===== config.mk =====
export PLATFORM = sky130hd
export DESIGN_NAME = lvt_read_port
export DESIGN_NICKNAME = d
export VERILOG_FILES = /design/src/rtl/lvt_pkg.sv /design/src/rtl/lvt_rsp_fifo.sv /design/src/rtl/lvt_read_port.sv
export SDC_FILE = /design/constraint.sdc
export NUM_CORES = 1
export LEC_CHECK = 0
export ABC_AREA = 1
export BUFFER_PORTS_ARGS = -buffer_cell sky130_fd_sc_hd__buf_2
export CAP_MARGIN = 20
export CORE_ASPECT_RATIO = 1.5
export CORE_MARGIN = 1.5
export CORE_UTILIZATION = 25
export CTS_BUF_LIST = sky130_fd_sc_hd__clkbuf_8
export DETAILED_ROUTE_END_ITERATION = 10
export HOLD_SLACK_MARGIN = 0.15
export PLACE_DENSITY = 0.41
export SKIP_LAST_GASP = 1
export SLEW_MARGIN = 0
export SYNTH_ARGS = -nofsm -noshare
export SYNTH_HDL_FRONTEND = slang
export SYNTH_SLANG_ARGS = --single-unit

===== constraint.sdc =====
create_clock -name clk -period 6.7 [get_ports clk]
set_input_delay 1.34 -clock clk [delete_from_list [all_inputs] [get_ports clk]]
set_output_delay 1.34 -clock clk [all_outputs]
set_load 0.005 [all_outputs]

===== src/rtl/lvt_pkg.sv =====
// Shared definitions for the live-value-table memory and its read/write
// front ends: default widths, address/data types and the write-snoop bundle.
package lvt_pkg;

  localparam int LVT_ADDR_W = 7;
  localparam int LVT_DATA_W = 32;

  typedef logic [LVT_ADDR_W-1:0] addr_t;
  typedef logic [LVT_DATA_W-1:0] data_t;

  // One write port as seen by anything that snoops it.
  typedef struct packed {
    logic  en;
    addr_t addr;
    data_t data;
  } wr_snoop_t;

endpackage


===== src/rtl/lvt_rsp_fifo.sv =====
// First-word-fall-through FIFO with an occupancy count. The head entry is
// visible on head_data whenever empty is low; pop consumes it. Push and pop
// in the same cycle are legal at any occupancy, including full.
module lvt_rsp_fifo #(
  parameter int WIDTH = 32,
  parameter int DEPTH = 4
) (
  input  logic                     clk,
  input  logic                     rst,
  input  logic                     push,
  input  logic [WIDTH-1:0]         push_data,
  input  logic                     pop,
  output logic [WIDTH-1:0]         head_data,
  output logic                     empty,
  output logic                     full,
  output logic [$clog2(DEPTH):0]   count
);

  localparam int PW = $clog2(DEPTH);
  localparam int CW = PW + 1;

  logic [WIDTH-1:0] store [DEPTH];
  logic [PW-1:0]    wr_ptr;
  logic [PW-1:0]    rd_ptr;
  logic             do_push;
  logic             do_pop;

  assign empty     = (count == '0);
  assign full      = (count == CW'(DEPTH));
  assign do_pop    = pop && !empty;
  assign do_push   = push && (!full || do_pop);
  assign head_data = store[rd_ptr];

  // Data storage: written at the tail, no reset needed since reads are
  // qualified by the count.
  always_ff @(posedge clk) begin
    if (do_push) begin
      store[wr_ptr] <= push_data;
    end
  end

  // Pointer and count bookkeeping; pointers wrap naturally at DEPTH.
  always_ff @(posedge clk or posedge rst) begin
    if (rst) begin
      wr_ptr <= '0;
      rd_ptr <= '0;
      count  <= '0;
    end else begin
      if (do_push) wr_ptr <= wr_ptr + PW'(1);
      if (do_pop)  rd_ptr <= rd_ptr + PW'(1);
      case ({do_push, do_pop})
        2'b10:   count <= count + CW'(1);
        2'b01:   count <= count - CW'(1);
        default: count <= count;
      endcase
    end
  end

  // A push into a full FIFO without a matching pop loses data.
  a_no_overflow: assert property (@(posedge clk) disable iff (rst)
    !(push && full && !do_pop));

endmodule


===== src/rtl/lvt_read_port.sv =====
// Read-side front end of the 2W/1R live-value-table memory. Issues client
// reads straight to the memory read port, snoops both write ports so a read
// colliding with a write returns the new data, and queues responses in order.
//
// Handshakes: a request transfers on a cycle where req_valid && req_ready;
// a response transfers on a cycle where rsp_valid && rsp_ready. req_ready
// depends only on registered state (never on req_valid or rsp_ready), and
// rsp_valid/rsp_data stay stable until the response transfers.
module lvt_read_port
  import lvt_pkg::*;
#(
  parameter int ADDR_W    = LVT_ADDR_W,
  parameter int DATA_W    = LVT_DATA_W,
  parameter int RSP_DEPTH = 4
) (
  input  logic                        clk,
  input  logic                        rst,
  input  logic                        req_valid,
  output logic                        req_ready,
  input  logic [ADDR_W-1:0]           req_addr,
  output logic                        rsp_valid,
  input  logic                        rsp_ready,
  output logic [DATA_W-1:0]           rsp_data,
  output logic                        mem_rd_en,
  output logic [ADDR_W-1:0]           mem_rd_addr,
  input  logic [DATA_W-1:0]           mem_rd_data,
  input  logic                        wr0_en,
  input  logic [ADDR_W-1:0]           wr0_addr,
  input  logic [DATA_W-1:0]           wr0_data,
  input  logic                        wr1_en,
  input  logic [ADDR_W-1:0]           wr1_addr,
  input  logic [DATA_W-1:0]           wr1_data,
  output logic [$clog2(RSP_DEPTH):0]  occupancy
);

  localparam int CW = $clog2(RSP_DEPTH) + 1;

  logic              inflight;
  logic              bypass;
  logic [DATA_W-1:0] bypass_data;
  logic              hit0;
  logic              hit1;
  logic [DATA_W-1:0] capture_data;
  logic [DATA_W-1:0] head_data;
  logic [CW-1:0]     fifo_count;
  logic              fifo_empty;
  logic              fifo_full;
  logic              pop;

  // Credit: every FIFO entry and every read still in the memory pipe holds
  // one slot, so an accepted read always has somewhere to land.
  assign occupancy = fifo_count + CW'(inflight);
  assign req_ready = (occupancy < CW'(RSP_DEPTH));

  // Issue is purely combinational; the address is parked at zero when idle
  // and the port is kept quiet while reset is asserted.
  assign mem_rd_en   = req_valid && req_ready && !rst;
  assign mem_rd_addr = mem_rd_en ? req_addr : '0;

  // Same-cycle write collisions; port 1 has priority when both hit.
  assign hit0 = wr0_en && (wr0_addr == req_addr);
  assign hit1 = wr1_en && (wr1_addr == req_addr);

  // Track the outstanding read and latch any colliding write data.
  always_ff @(posedge clk or posedge rst) begin
    if (rst) begin
      inflight    <= 1'b0;
      bypass      <= 1'b0;
      bypass_data <= '0;
    end else begin
      inflight <= mem_rd_en;
      if (mem_rd_en) begin
        bypass      <= hit0 || hit1;
        bypass_data <= hit1 ? wr1_data : wr0_data;
      end else begin
        bypass <= 1'b0;
      end
    end
  end

  assign capture_data = bypass ? bypass_data : mem_rd_data;
  assign pop          = rsp_valid && rsp_ready;

  lvt_rsp_fifo #(
    .WIDTH (DATA_W),
    .DEPTH (RSP_DEPTH)
  ) u_rsp_fifo (
    .clk       (clk),
    .rst       (rst),
    .push      (inflight),
    .push_data (capture_data),
    .pop       (pop),
    .head_data (head_data),
    .empty     (fifo_empty),
    .full      (fifo_full),
    .count     (fifo_count)
  );

  // Stale storage never leaks out: data reads as zero while nothing is valid.
  assign rsp_valid = !fifo_empty;
  assign rsp_data  = rsp_valid ? head_data : '0;

  // The credit scheme must keep a returning read from meeting a full FIFO.
  a_credit_holds: assert property (@(posedge clk) disable iff (rst)
    !(inflight && fifo_full && !pop));

endmodule


==> results.py <==
metrics = {
    "drt": {
        "wl_per_cell_um": 16.3,
        "drt_iter0_drc": 301,
        "vias": 5894,
        "drc_errors": 0,
        "vias_per_cell": 4.26,
        "wirelength_um": 22500,
        "ant_nets": 0,
        "drtPass1Iterations": 4,
    },
    "layout": {
        "fin_cells": 1385,
        "nets": 1097,
        "syn2layout_area_growth_pct": 20.6,
        "fin_area_um2": 9620,
        "drive_gt1_frac": 0.263,
        "fill_cells": 3366,
        "multi_input_area_um2": 2550,
        "regArea_um2": 4870,
    },
    "sta": {
        "fin_crit_sh": 0.682,
        "relSlewSlack": 0.438,
        "finalHoldViolations": 0,
        "fmax_mhz": 219,
        "tightest_slew_ps": 841,
        "fin_crit_ps": 4570,
        "fin_skew_ps": 12.5,
        "slew_viol_final": 0,
        "setup_viol": 0,
        "setup_tns_ps": 0,
        "rsz0062_at_grt": "no",
    },
    "die": {
        "fp.coreArea_um2": 31200,
        "die_x_um": 149,
        "start_util": 0.255,
        "fp-row-count": 79,
        "dieArea_um2": 33000,
        "num_io_pins": 168,
        "die_height_um": 222,
    },
    "logic_synthesis": {
        "ys.flop_type": "edfxtp_1",
        "netlist_instances": 813,
        "syn_nets": 944,
        "synth-warning-count": 0,
        "ys_async_sr_fraction": 0.243,
        "post_synth_num_cell_types": 30,
        "synth_area_per_cell_um2": 9.81,
        "yosys-top-cells-count": "146 x nor2_1, 129 x nand2_1, 128 x edfxtp_1",
        "synthesis.area_um2": 7980,
        "synthTopCellsByArea": "edfxtp_1 48%, dfrtp_1 13%, nor2_1 6.9%, nand2_1 6.1%, inv_1 4.3%",
        "ys_seq_area_frac": 0.610,
        "yosys.area.top_type": "edfxtp_1",
        "synth_top_area_share": 0.482,
        "ys_ff_latch": 169,
        "yosysMostFrequentCell": "nor2_1",
        "synth_edf_count": 128,
    },
    "cts": {
        "post_cts_buffers": 0,
        "clk_pin_slew_ps": 80,
        "clkSinkCount": 169,
        "clock_path_buffers": 2,
        "cts_made_buffers": 17,
        "root_buffer": "clkbuf_8",
        "cts_hold_buffers": 0,
        "cts_resized": 0,
        "clk_latency_ps": 470,
        "htreeDepth": 4,
        "cts_tree": "built",
    },
    "worst_setup_path": {
        "worstPathRequired_ps": 5360,
        "cp-end-kind": "output pin",
        "start_kind": "input pin",
        "r2r_cells": 7,
        "path_class": "input pin to output pin",
        "arrival_ps": 3230,
        "cp_max_fo": 40,
        "worst_setup_path_startpoint": "rst",
        "r2r_start": "inflight$_DFF_PP0_",
    },
    "min_path": {
        "min_from": "bypass_data[20]$_DFFE_PP0N_",
        "holdPathStages": 2,
        "hp-class": "flop to flop",
    },
    "power": {
        "p_per_area_nw_per_um2": 351,
        "power.leakage_uw": 0.00422,
        "ir_drop_mv": 0.133,
    },
    "placed_design": {
        "placed_area_um2": 9200,
        "hpwl_um": 14700,
        "gp_congestion": 0.721,
        "dp.cells": 1351,
        "port_buffers": 167,
    },
    "global_routing": {
        "grt_pass1_vias": 6104,
        "antenna_found_initial": 1,
        "overflow": 0,
        "grt.total_usage": 0.144,
        "grt_max_degree": 67,
        "grt_pass1_wl_um": 34900,
    },
    "flow_run": {
        "maxCapViolCount": 0,
    },
    "run_status": {
        "status": "finished, final reports clean",
    },
}
[routing by layer]
| metal | track usage | vias up | routed length (µm) | share of wire |
|---|---|---|---|---|
| met5 | 0 | - | 0 | 0 |
| met4 | 0.0543 | 0 | 486 | 0.022 |
| met3 | 0.0307 | 23 | 981 | 0.044 |
| met2 | 0.256 | 143 | 11700 | 0.52 |
| met1 | 0.167 | 2762 | 9400 | 0.42 |
| li1 | - | 2966 | - | - |
[cell type report]
cell class | instances | area share
sequential | 169 | 0.506
multi-input combinational | 501 | 0.265
timing repair buffer | 177 | 0.0960
tap | 405 | 0.0527
inverter | 100 | 0.0390
clock buffer | 17 | 0.0243
clock inverter | 15 | 0.0166
antenna | 1 | 0.000260
[critical path, stage by stage]
cell	delay, ps
buf_2	100
inv_2	110
nand2_1	100
nor2_4	670
inv_2	530
nor2_1	210
buf_2	130
[per-stage QoR]
step	power, µW	hold slack [ps]	setup slack, ps	util
6_report	3370	482	2130	0.308
5_1_grt	3640	503	1870	0.308
4_1_cts	3430	485	2050	0.307
3_5_place_dp	2680	461	2050	0.295
3_3_place_gp	2680	461	2100	0.295
2_1_floorplan	2140	444	2420	-
[layout by cell type (no fill, tap or decap), types with 17 or more instances in the layout]
cell | Yosys | layout
nand3_1 | 65 | 65
edfxtp_1 | 128 | 128
inv_1 | 92 | 92
o21ai_0 | 62 | 62
nand2_1 | 129 | 129
nor2_1 | 146 | 142
clkbuf_8 | 0 | 17
mux2_2 | 28 | 28
dfrtp_1 | 41 | 40
buf_2 | 20 | 167
a21oi_1 | 35 | 35
[cell families (layout without fill, tap and decap cells)]
group	after synthesis	in the layout	synth area share
DFF	169	169	0.610
other	0	1	0
AOI/OAI and AO/OA	109	109	0.0720
muxes	32	32	0.0452
buffers and inverters	143	309	0.0747
adders and majority gates	8	8	0.0135
and+or+nand+nor	346	346	0.177
xor gates and xnor gates	6	6	0.00753
[path summary, 6_finish.rpt]
check	to	slack [ps]
worst min-delay path	bypass_data[20]$_DFFE_PP0N_	480
worst min register to register	bypass_data[20]$_DFFE_PP0N_	480
min in group asynchronous	bypass_data[17]$_DFFE_PP0N_	1120
max in group asynchronous	u_rsp_fifo.rd_ptr[0]$_DFFE_PP0P_	5170
worst max-delay path	mem_rd_addr[1]	2130
worst max register to register	bypass_data[9]$_DFFE_PP0N_	4060
[registers in the layout, indices dropped and copies added (netlist names)]
signal,cells
bypass_data,32
u_rsp_fifo.store,128
u_rsp_fifo.wr_ptr,2
inflight,1
bypass,1
u_rsp_fifo.count,3
u_rsp_fifo.rd_ptr,2
[power breakdown]
| group | switching, µW | internal [µW] | total, µW |
|---|---|---|---|
| combinational | 769 | 442 | 1210 |
| sequential | 115 | 1310 | 1430 |
| clock | 374 | 362 | 736 |
| total | 1260 | 2110 | 3370 |
Note: power is estimated with default switching activity, not from simulation.
